<file path="src/rtl/idu_stage.sv">
// Instruction decode stage: one-deep registered skid between IFU and EXU.
// Decodes RV32I/RV32E base opcodes into a control bundle; halts after handing over ebreak.
module idu_stage #(
   parameter int unsigned NR_REG = 16,
   parameter int unsigned CNT_W  = 32
) (
   input  logic             clk,
   input  logic             rst,
   input  logic             in_valid,
   output logic             in_ready,
   input  logic [31:0]      in_inst,
   input  logic [31:0]      in_pc,
   input  logic             flush,
   output logic             out_valid,
   input  logic             out_ready,
   output logic [31:0]      out_pc,
   output logic [4:0]       rs1,
   output logic [4:0]       rs2,
   output logic [4:0]       rd,
   output logic [31:0]      imm,
   output logic [3:0]       alu_op,
   output logic [2:0]       funct3,
   output logic [7:0]       ctl,
   output logic             illegal,
   output logic             stop_sim,
   output logic             halted,
   output logic [CNT_W-1:0] dec_cnt
);

   typedef enum logic [1:0] {StEmpty, StFull, StHalt} state_e;

   localparam logic [6:0] OpImm = 7'b0010011, OpReg = 7'b0110011, OpLui = 7'b0110111;
   localparam logic [6:0] OpAuipc = 7'b0010111, OpJal = 7'b1101111, OpJalr = 7'b1100111;
   localparam logic [6:0] OpBranch = 7'b1100011, OpLoad = 7'b0000011, OpStore = 7'b0100011;

   localparam logic [3:0] AluAdd = 4'd0, AluSub = 4'd1, AluSll = 4'd2, AluSlt = 4'd3;
   localparam logic [3:0] AluSltu = 4'd4, AluXor = 4'd5, AluSrl = 4'd6, AluSra = 4'd7;
   localparam logic [3:0] AluOr = 4'd8, AluAnd = 4'd9, AluPassB = 4'd10;

   localparam logic [7:0] CtlRegWen = 8'h01, CtlSrc1Pc = 8'h02, CtlSrc2Imm = 8'h04;
   localparam logic [7:0] CtlMemRen = 8'h08, CtlMemWen = 8'h10, CtlBranch = 8'h20;
   localparam logic [7:0] CtlJump = 8'h40, CtlMemToReg = 8'h80;

   state_e state_q, state_d;

   logic [6:0]  opcode, f7;
   logic [2:0]  f3;
   logic [31:0] imm_i, imm_s, imm_b, imm_u, imm_j;
   logic [3:0]  alu_f3;
   logic [4:0]  d_rs1, d_rs2, d_rd;
   logic [31:0] d_imm;
   logic [3:0]  d_alu;
   logic [7:0]  d_ctl;
   logic        d_illegal, d_ebreak;
   logic        use_rs1, use_rs2, use_rd;
   logic        accept, handshake;

   assign opcode = in_inst[6:0];
   assign f3     = in_inst[14:12];
   assign f7     = in_inst[31:25];
   assign imm_i  = {{20{in_inst[31]}}, in_inst[31:20]};
   assign imm_s  = {{20{in_inst[31]}}, in_inst[31:25], in_inst[11:7]};
   assign imm_b  = {{19{in_inst[31]}}, in_inst[31], in_inst[7], in_inst[30:25], in_inst[11:8], 1'b0};
   assign imm_u  = {in_inst[31:12], 12'b0};
   assign imm_j  = {{11{in_inst[31]}}, in_inst[31], in_inst[19:12], in_inst[20], in_inst[30:21],
                    1'b0};

   always_comb begin
      alu_f3 = AluAdd;
      unique case (f3)
         3'b000: alu_f3 = AluAdd;
         3'b001: alu_f3 = AluSll;
         3'b010: alu_f3 = AluSlt;
         3'b011: alu_f3 = AluSltu;
         3'b100: alu_f3 = AluXor;
         3'b101: alu_f3 = f7[5] ? AluSra : AluSrl;
         3'b110: alu_f3 = AluOr;
         3'b111: alu_f3 = AluAnd;
      endcase
   end

   always_comb begin
      d_rs1     = in_inst[19:15];
      d_rs2     = in_inst[24:20];
      d_rd      = in_inst[11:7];
      d_imm     = '0;
      d_alu     = AluAdd;
      d_ctl     = '0;
      d_illegal = 1'b0;
      d_ebreak  = 1'b0;
      use_rs1   = 1'b0;
      use_rs2   = 1'b0;
      use_rd    = 1'b0;
      if (in_inst == 32'h0010_0073) begin
         // rs1 = a0 so the environment can read the exit code
         d_ebreak = 1'b1;
         d_rs1    = 5'd10;
         d_rs2    = '0;
         d_rd     = '0;
      end else begin
         unique case (opcode)
            OpImm: begin
               d_imm = imm_i; d_ctl = CtlRegWen | CtlSrc2Imm; d_alu = alu_f3;
               use_rs1 = 1'b1; use_rd = 1'b1;
            end
            OpReg: begin
               d_ctl = CtlRegWen;
               d_alu = (f3 == 3'b000 && f7[5]) ? AluSub : alu_f3;
               use_rs1 = 1'b1; use_rs2 = 1'b1; use_rd = 1'b1;
               d_illegal = !(f7 == 7'h00 || (f7 == 7'h20 && (f3 == 3'b000 || f3 == 3'b101)));
            end
            OpLui: begin
               d_imm = imm_u; d_ctl = CtlRegWen | CtlSrc2Imm; d_alu = AluPassB; use_rd = 1'b1;
            end
            OpAuipc: begin
               d_imm = imm_u; d_ctl = CtlRegWen | CtlSrc1Pc | CtlSrc2Imm; use_rd = 1'b1;
            end
            OpJal: begin
               d_imm = imm_j; d_ctl = CtlRegWen | CtlSrc1Pc | CtlJump; use_rd = 1'b1;
            end
            OpJalr: begin
               d_imm = imm_i; d_ctl = CtlRegWen | CtlJump; use_rs1 = 1'b1; use_rd = 1'b1;
            end
            OpBranch: begin
               d_imm = imm_b; d_ctl = CtlBranch; d_alu = AluSub; use_rs1 = 1'b1; use_rs2 = 1'b1;
            end
            OpLoad: begin
               d_imm = imm_i; d_ctl = CtlRegWen | CtlSrc2Imm | CtlMemRen | CtlMemToReg;
               use_rs1 = 1'b1; use_rd = 1'b1;
            end
            OpStore: begin
               d_imm = imm_s; d_ctl = CtlMemWen | CtlSrc2Imm; use_rs1 = 1'b1; use_rs2 = 1'b1;
            end
            default: d_illegal = 1'b1;
         endcase
      end
      // RV32E has only x0..x15
      if (NR_REG == 16 && ((use_rs1 && d_rs1[4]) || (use_rs2 && d_rs2[4]) || (use_rd && d_rd[4])))
         d_illegal = 1'b1;
      if (d_illegal) begin
         d_ctl = '0;
         d_imm = '0;
         d_alu = AluAdd;
      end
   end

   always_comb begin
      state_d  = state_q;
      in_ready = 1'b0;
      unique case (state_q)
         StEmpty: begin
            in_ready = !flush;
            if (in_valid && !flush) state_d = StFull;
         end
         StFull: begin
            in_ready = !flush && out_ready && !stop_sim;
            if (flush)          state_d = StEmpty;
            else if (out_ready) state_d = stop_sim ? StHalt : (in_valid ? StFull : StEmpty);
         end
         StHalt:  state_d = StHalt;
         default: state_d = StEmpty;
      endcase
   end

   assign out_valid = (state_q == StFull);
   assign halted    = (state_q == StHalt);
   assign accept    = in_valid & in_ready;
   assign handshake = out_valid & out_ready;

   always_ff @(posedge clk or posedge rst) begin
      if (rst) begin
         state_q  <= StEmpty;
         out_pc   <= '0;
         rs1      <= '0;
         rs2      <= '0;
         rd       <= '0;
         imm      <= '0;
         alu_op   <= '0;
         funct3   <= '0;
         ctl      <= '0;
         illegal  <= 1'b0;
         stop_sim <= 1'b0;
         dec_cnt  <= '0;
      end else begin
         state_q <= state_d;
         if (accept) begin
            out_pc   <= in_pc;
            rs1      <= d_rs1;
            rs2      <= d_rs2;
            rd       <= d_rd;
            imm      <= d_imm;
            alu_op   <= d_alu;
            funct3   <= f3;
            ctl      <= d_ctl;
            illegal  <= d_illegal;
            stop_sim <= d_ebreak;
         end
         if (handshake) dec_cnt <= dec_cnt + CNT_W'(1);
      end
   end

endmodule

</file>
<file path="config.mk">
export PLATFORM = sky130hd
export DESIGN_NAME = idu_stage
export DESIGN_NICKNAME = d
export VERILOG_FILES = /design/src/rtl/idu_stage.sv
export SDC_FILE = /design/constraint.sdc
export NUM_CORES = 1
export LEC_CHECK = 0
export ABC_AREA = 1
export ABC_CLOCK_PERIOD_IN_PS = 4900
export BUFFER_PORTS_ARGS = -buffer_cell sky130_fd_sc_hd__buf_4
export CAP_MARGIN = 20
export CORE_UTILIZATION = 31
export DETAILED_ROUTE_END_ITERATION = 7
export GPL_ROUTABILITY_DRIVEN = 1
export PLACE_DENSITY_LB_ADDON = 0.3
export SYNTH_ARGS = -nofsm -noshare
export SYNTH_HDL_FRONTEND = slang
export SYNTH_SLANG_ARGS = --single-unit
</file>
<file path="constraint.sdc">
create_clock -name clk -period 4.9 [get_ports clk]
set_input_delay 0 -clock clk [delete_from_list [all_inputs] [get_ports clk]]
set_output_delay 0 -clock clk [all_outputs]
set_load 0.005 [all_outputs]
</file>
After elaboration in Yosys (flattened, before gate mapping)
Index checks and enable logic that the tools add are counted.
- add/sub/neg operators: 1
- equality and inequality tests: 22
- mux-type cells: 32
- bitwise gates (word level): 2
- reduce and logical (&&, ||, !) cells: 26
- operators with widths (cell ; number):
    $pmux W32 S5 ; 1
    $mux W32 ; 2
    $pmux W8 S8 ; 1
    $add A32 B1 Y32 const B ; 1
    $eq A32 B21 Y1 const B ; 1
    $pmux W4 S8 ; 1
    $eq A7 B6 Y1 const B ; 4
    $eq A7 B7 Y1 const B ; 3
    $mux W8 ; 2
    $pmux W4 S4 ; 1
    $mux W5 ; 3
    $eq A7 B5 Y1 const B ; 2
    $eq A3 B3 Y1 const B ; 4
    $mux W4 ; 3
    $mux W1 ; 11
    $logic_and A1 B1 Y1 ; 8
    $mux W2 ; 4
    $reduce_or A8 Y1 ; 1
    $eq A7 B2 Y1 const B ; 1
    $logic_not A7 Y1 ; 1
    $reduce_or A7 Y1 ; 1
    $eq A3 B2 Y1 const B ; 2
    $pmux W2 S3 ; 1
    $reduce_or A3 Y1 ; 2
    other kinds (14) ; 22
- bits in registers: 130
- output and inout bits: 131
- logic and storage cells: 95

Logic depth before layout (Yosys ltp)
- depth after elaboration: 9
- gate-level depth with buffers: 12
- gate-level depth less buffers: 11

Least setup slack after synthesis
OpenSTA, ideal clock, no wires.
- kind: register to register
- start: reg dec_cnt[0]
- end: reg dec_cnt[30]
- data arrival time: 1.456 ns
- required time: 4.777 ns
- slack: 3.321 ns
- stages on the path, launching flop included: 10
- path buffers: 0
- period minus slack after synthesis: 1.579 ns
- path through: dfrtp_1 > ha_1 > inv_1 > nor2_1 > nand4_1 > nor2_2 > nand2_1 > nor2_1 > nand3_1 > xor2_1
- word-level cells in the longest chain between the ends: 1
- ends and longest elaborated chain (element ; line ; text):
    start, declared ; 27 ; output logic [CNT_W-1:0] dec_cnt
    start signal, assigned ; 198 ; if (handshake) dec_cnt <= dec_cnt + CNT_W'(1);
    $add A32 B1 Y32 ; 198 ;
No other way between the ends.
A chain may end at the register's enable or synchronous reset.

Worst setup path in the final report
- start: reg state_q[1]
- end: reg alu_op[3]
- word-level cells in the longest chain between the ends: 3
- elaborated cells between the ends (all ways): 4
- those cells by class: 1 x eq/ne; 1 x mux; 1 x bitwise; 1 x reduce/logical
- ends and longest elaborated chain (element ; line ; text):
    start, declared ; 44 ; state_e state_q, state_d;
    start signal, assigned ; 172 ; state_q <= StEmpty;
    start signal, assigned ; 185 ; state_q <= state_d;
    $eq A2 B1 Y1 / $logic_not A2 Y1 (equally long branches) ; 150 ; unique case (state_q)
    $pmux W1 S2 (*) ; 150 ;
    $and A1 B1 Y1 (*) ; 167 ; assign accept = in_valid & in_ready;
    end signal, assigned ; 192 ; alu_op <= d_alu;
    end, declared ; 21 ; output logic [3:0] alu_op,
Every way passes the cells marked *; elsewhere a longest branch is shown, timed or not.

==> summary.md <==
| Metric | Value |
|---|---|
| Placed standard-cell area | `~0.0081 sq mm` |
| CTS Buf Count | `17` |
| CTS tree | `yes` |
| Layout cell share with drive strength beyond 1 | `about a quarter` |
| Core Box Area | `between 0.02 and 0.025 sq mm` |
| Worst-path clk slew | `60 ps` |
| Area Growth Syn to Fin | `44.7%` |
| Setup Fix Bufs, Post-CTS | `0` |
| Die Wd | `between 100 and 150 um` |
| H-tree levels | `4` |
| RSZ-0062 raised after global routing | `false` |
| I/O Buffers | `between 150 and 200` |
| Register area share after synthesis | `50.3%` |
| Iteration count of the initial detailed-routing pass | `4` |
| Antenna violations before repair | `0` |
| Final Hold Slack | `20.9 ps` |
| Most frequent cells in the layout | `338 x nand2_1, 203 x buf_4, 129 x dfrtp_1` |
| N_diodes | `0` |
| Final GP Congestion | `0.925` |
| Worst relative slew slack | `around 43%` |
| Synthesized area | `between 0.006 and 0.007 sq mm` |
| CP Max Fanout | `75` |
| Clock Latency Late Sink | `410 ps` |
| Final period utilization | `roughly 50%` |
| Vias in the first global route | `between 6,000 and 7,000` |
| Syn_nets | `908` |
| Drt wl/cell | `between 10 and 15 um` |
| Fin area | `a little over 0.009 sq mm` |
| Max Fclk | `416 MHz` |
| Root buffer cell | `clkbuf_16` |
| Final hold vios | `0` |
| Synth Register Bits | `approximately 130` |
| Total Wirelength | `~20 mm` |
| PwrDens | `332 mW/mm^2` |
| Overall routing resource usage | `19.4%` |
| Std cell rows | `52` |
| Ys flop type | `dfrtp_1` |
| First-pass GRT wire length | `about 33 mm` |
| Final design utilization | `a little under half` |
| Total number of vias | `6,310` |
| Critical path endpoint category | `flop` |
| Post-synthesis instance total | `around 840` |
| Detail Route Antenna Nets | `0` |
| Setup TNS | `0 ps` |
| Clock Skews | `~4.9 ps` |
| Most common cell after layout, fill and taps aside | `nand2_1` |
| Tmin final | `~2400 ps` |
| DR vias/cell | `approximately 4.6` |
| P_leak | `about 5.1 nW` |
| Critical Path Start Type | `flop` |
| Mean post-synth cell area | `about 7.7 sq um` |
| DIE AREA | `0.0213 sq mm` |
| WS Path Type | `flop to flop` |
| Largest net degree at the start of global routing | `76` |
| Hold Crit Class | `primary input to flop` |
| Post-synth EDFFs | `0` |
| Actual slew at the worst max-slew pin | `roughly 850 ps` |
| Post-synthesis async set-or-reset flop share | `100%` |
| Final setup fails | `0` |
| Data required, critical path | `5250 ps` |
| Worst VDD drop | `about 0.22 mV` |
| Worst Path Arrival | `~2800 ps` |
| Distinct cells, synth | `32` |
| Starting density of the core | `between 30% and 40%` |
| Clock Path Buffers | `2` |
| Die height | `between 100 and 150 um` |
| Final Slew Violations | `0` |
| Fin nets | `approximately 1,200` |
| Clock Sinks | `about 130` |
| GR Overflow Total | `0` |
| Outcome | `complete, no violations` |
| DR DRC count | `0` |
| Hpwl dp | `between 10 and 15 mm` |
| Ys Warns | `0` |
| Starting DRT DRC Count | `between 300 and 400` |
| Max-cap violations | `0` |
| I/O pin count | `200` |
flip-flops by register name (all words and copies together), names as in the netlist:
name      count
illegal       1
dec_cnt      32
rs1           5
alu_op        4
ctl           7
stop_sim      1
state_q       2
out_pc       32
imm          32
rs2           5
funct3        3
rd            5
critical path, cell delays in order (launching register included):
cell and delay (ps):
dfrtp_1 400, nor2_1 180, nand2_1 140, nor2_4 120, buf_4 640, nand2_1 420, nor2_1 200, nand4_1 110
nand2_1 100
cells in the mapped netlist, types with 9 or more instances:
| cell type | n | share of area [%] |
|---|---|---|
| nor2_1 | 79 | 4.6 |
| a21oi_1 | 10 | 0.78 |
| buf_2 | 14 | 1.1 |
| dfrtp_1 | 129 | 50 |
| nand4_1 | 48 | 4.7 |
| o21ai_0 | 25 | 2.0 |
| xor2_1 | 18 | 2.5 |
| clkbuf_1 | 13 | 0.76 |
| xnor2_1 | 9 | 1.2 |
| nand3_1 | 44 | 3.4 |
| nand2_1 | 338 | 20 |
| inv_1 | 62 | 3.6 |
final timing paths:
check | from | to | slack [ps] | cells past startpoint
max | state_q[1] | alu_op[3] | 2490 | 8
min | in_inst[25] | imm[5] | 20 | 5
max reg2reg | state_q[1] | alu_op[3] | 2490 | 8
min reg2reg | out_pc[23] | out_pc[23] | 470 | 2
max in group asynchronous | rst | rd[2] | 3230 | 4
min in group asynchronous | rst | out_pc[16] | 330 | 3
per-stage QoR:
stage / setup WS (ps) / std cells / power, mW
final: 2490 / 1365 / 3.08
after global routing: 2190 / 1365 / 3.23
after floorplan: 1460 / 838 / 1.47
after detailed placement: 2500 / 1280 / 1.77
after global placement: 2540 / 1280 / 1.76
after CTS: 2460 / 1365 / 3.12
final cells by class:
class                   instances  area (sq um)
multi-input cells             611          2790
fillers                      1993         10900
clock buffers                  25           526
well taps                     270           338
flip-flops and latches        129          3230
repair buffers                256          2050
clock inverters                 7          96.3
inverters                      67           255
cell families after synthesis:
group,synth area share [%]
compound gates,4.41
fa+ha+maj,0.195
xor+xnor,3.69
buf+inv,6.36
simple gates,35.0
flops,50.3
layer usage:
layer	track usage (%)	wire length, um	share of wire (%)
met1	25.6	8890	44
met3	3.42	1200	6.0
met2	31.7	9510	47
met4	7.21	420	2.1
met5	0	0	0
power breakdown:
| part | internal [mW] | switching [mW] |
|---|---|---|
| clock network | 0.844 | 0.459 |
| logic | 0.266 | 0.250 |
| registers | 1.18 | 0.0843 |
timing repair:
action / in CTS / in global routing
gates resized for setup: 0 / 0
hold buffers: 53 / 0
endpoints found under the hold margin: 121 / 0
No activity file was read; power rests on OpenSTA's default activity.
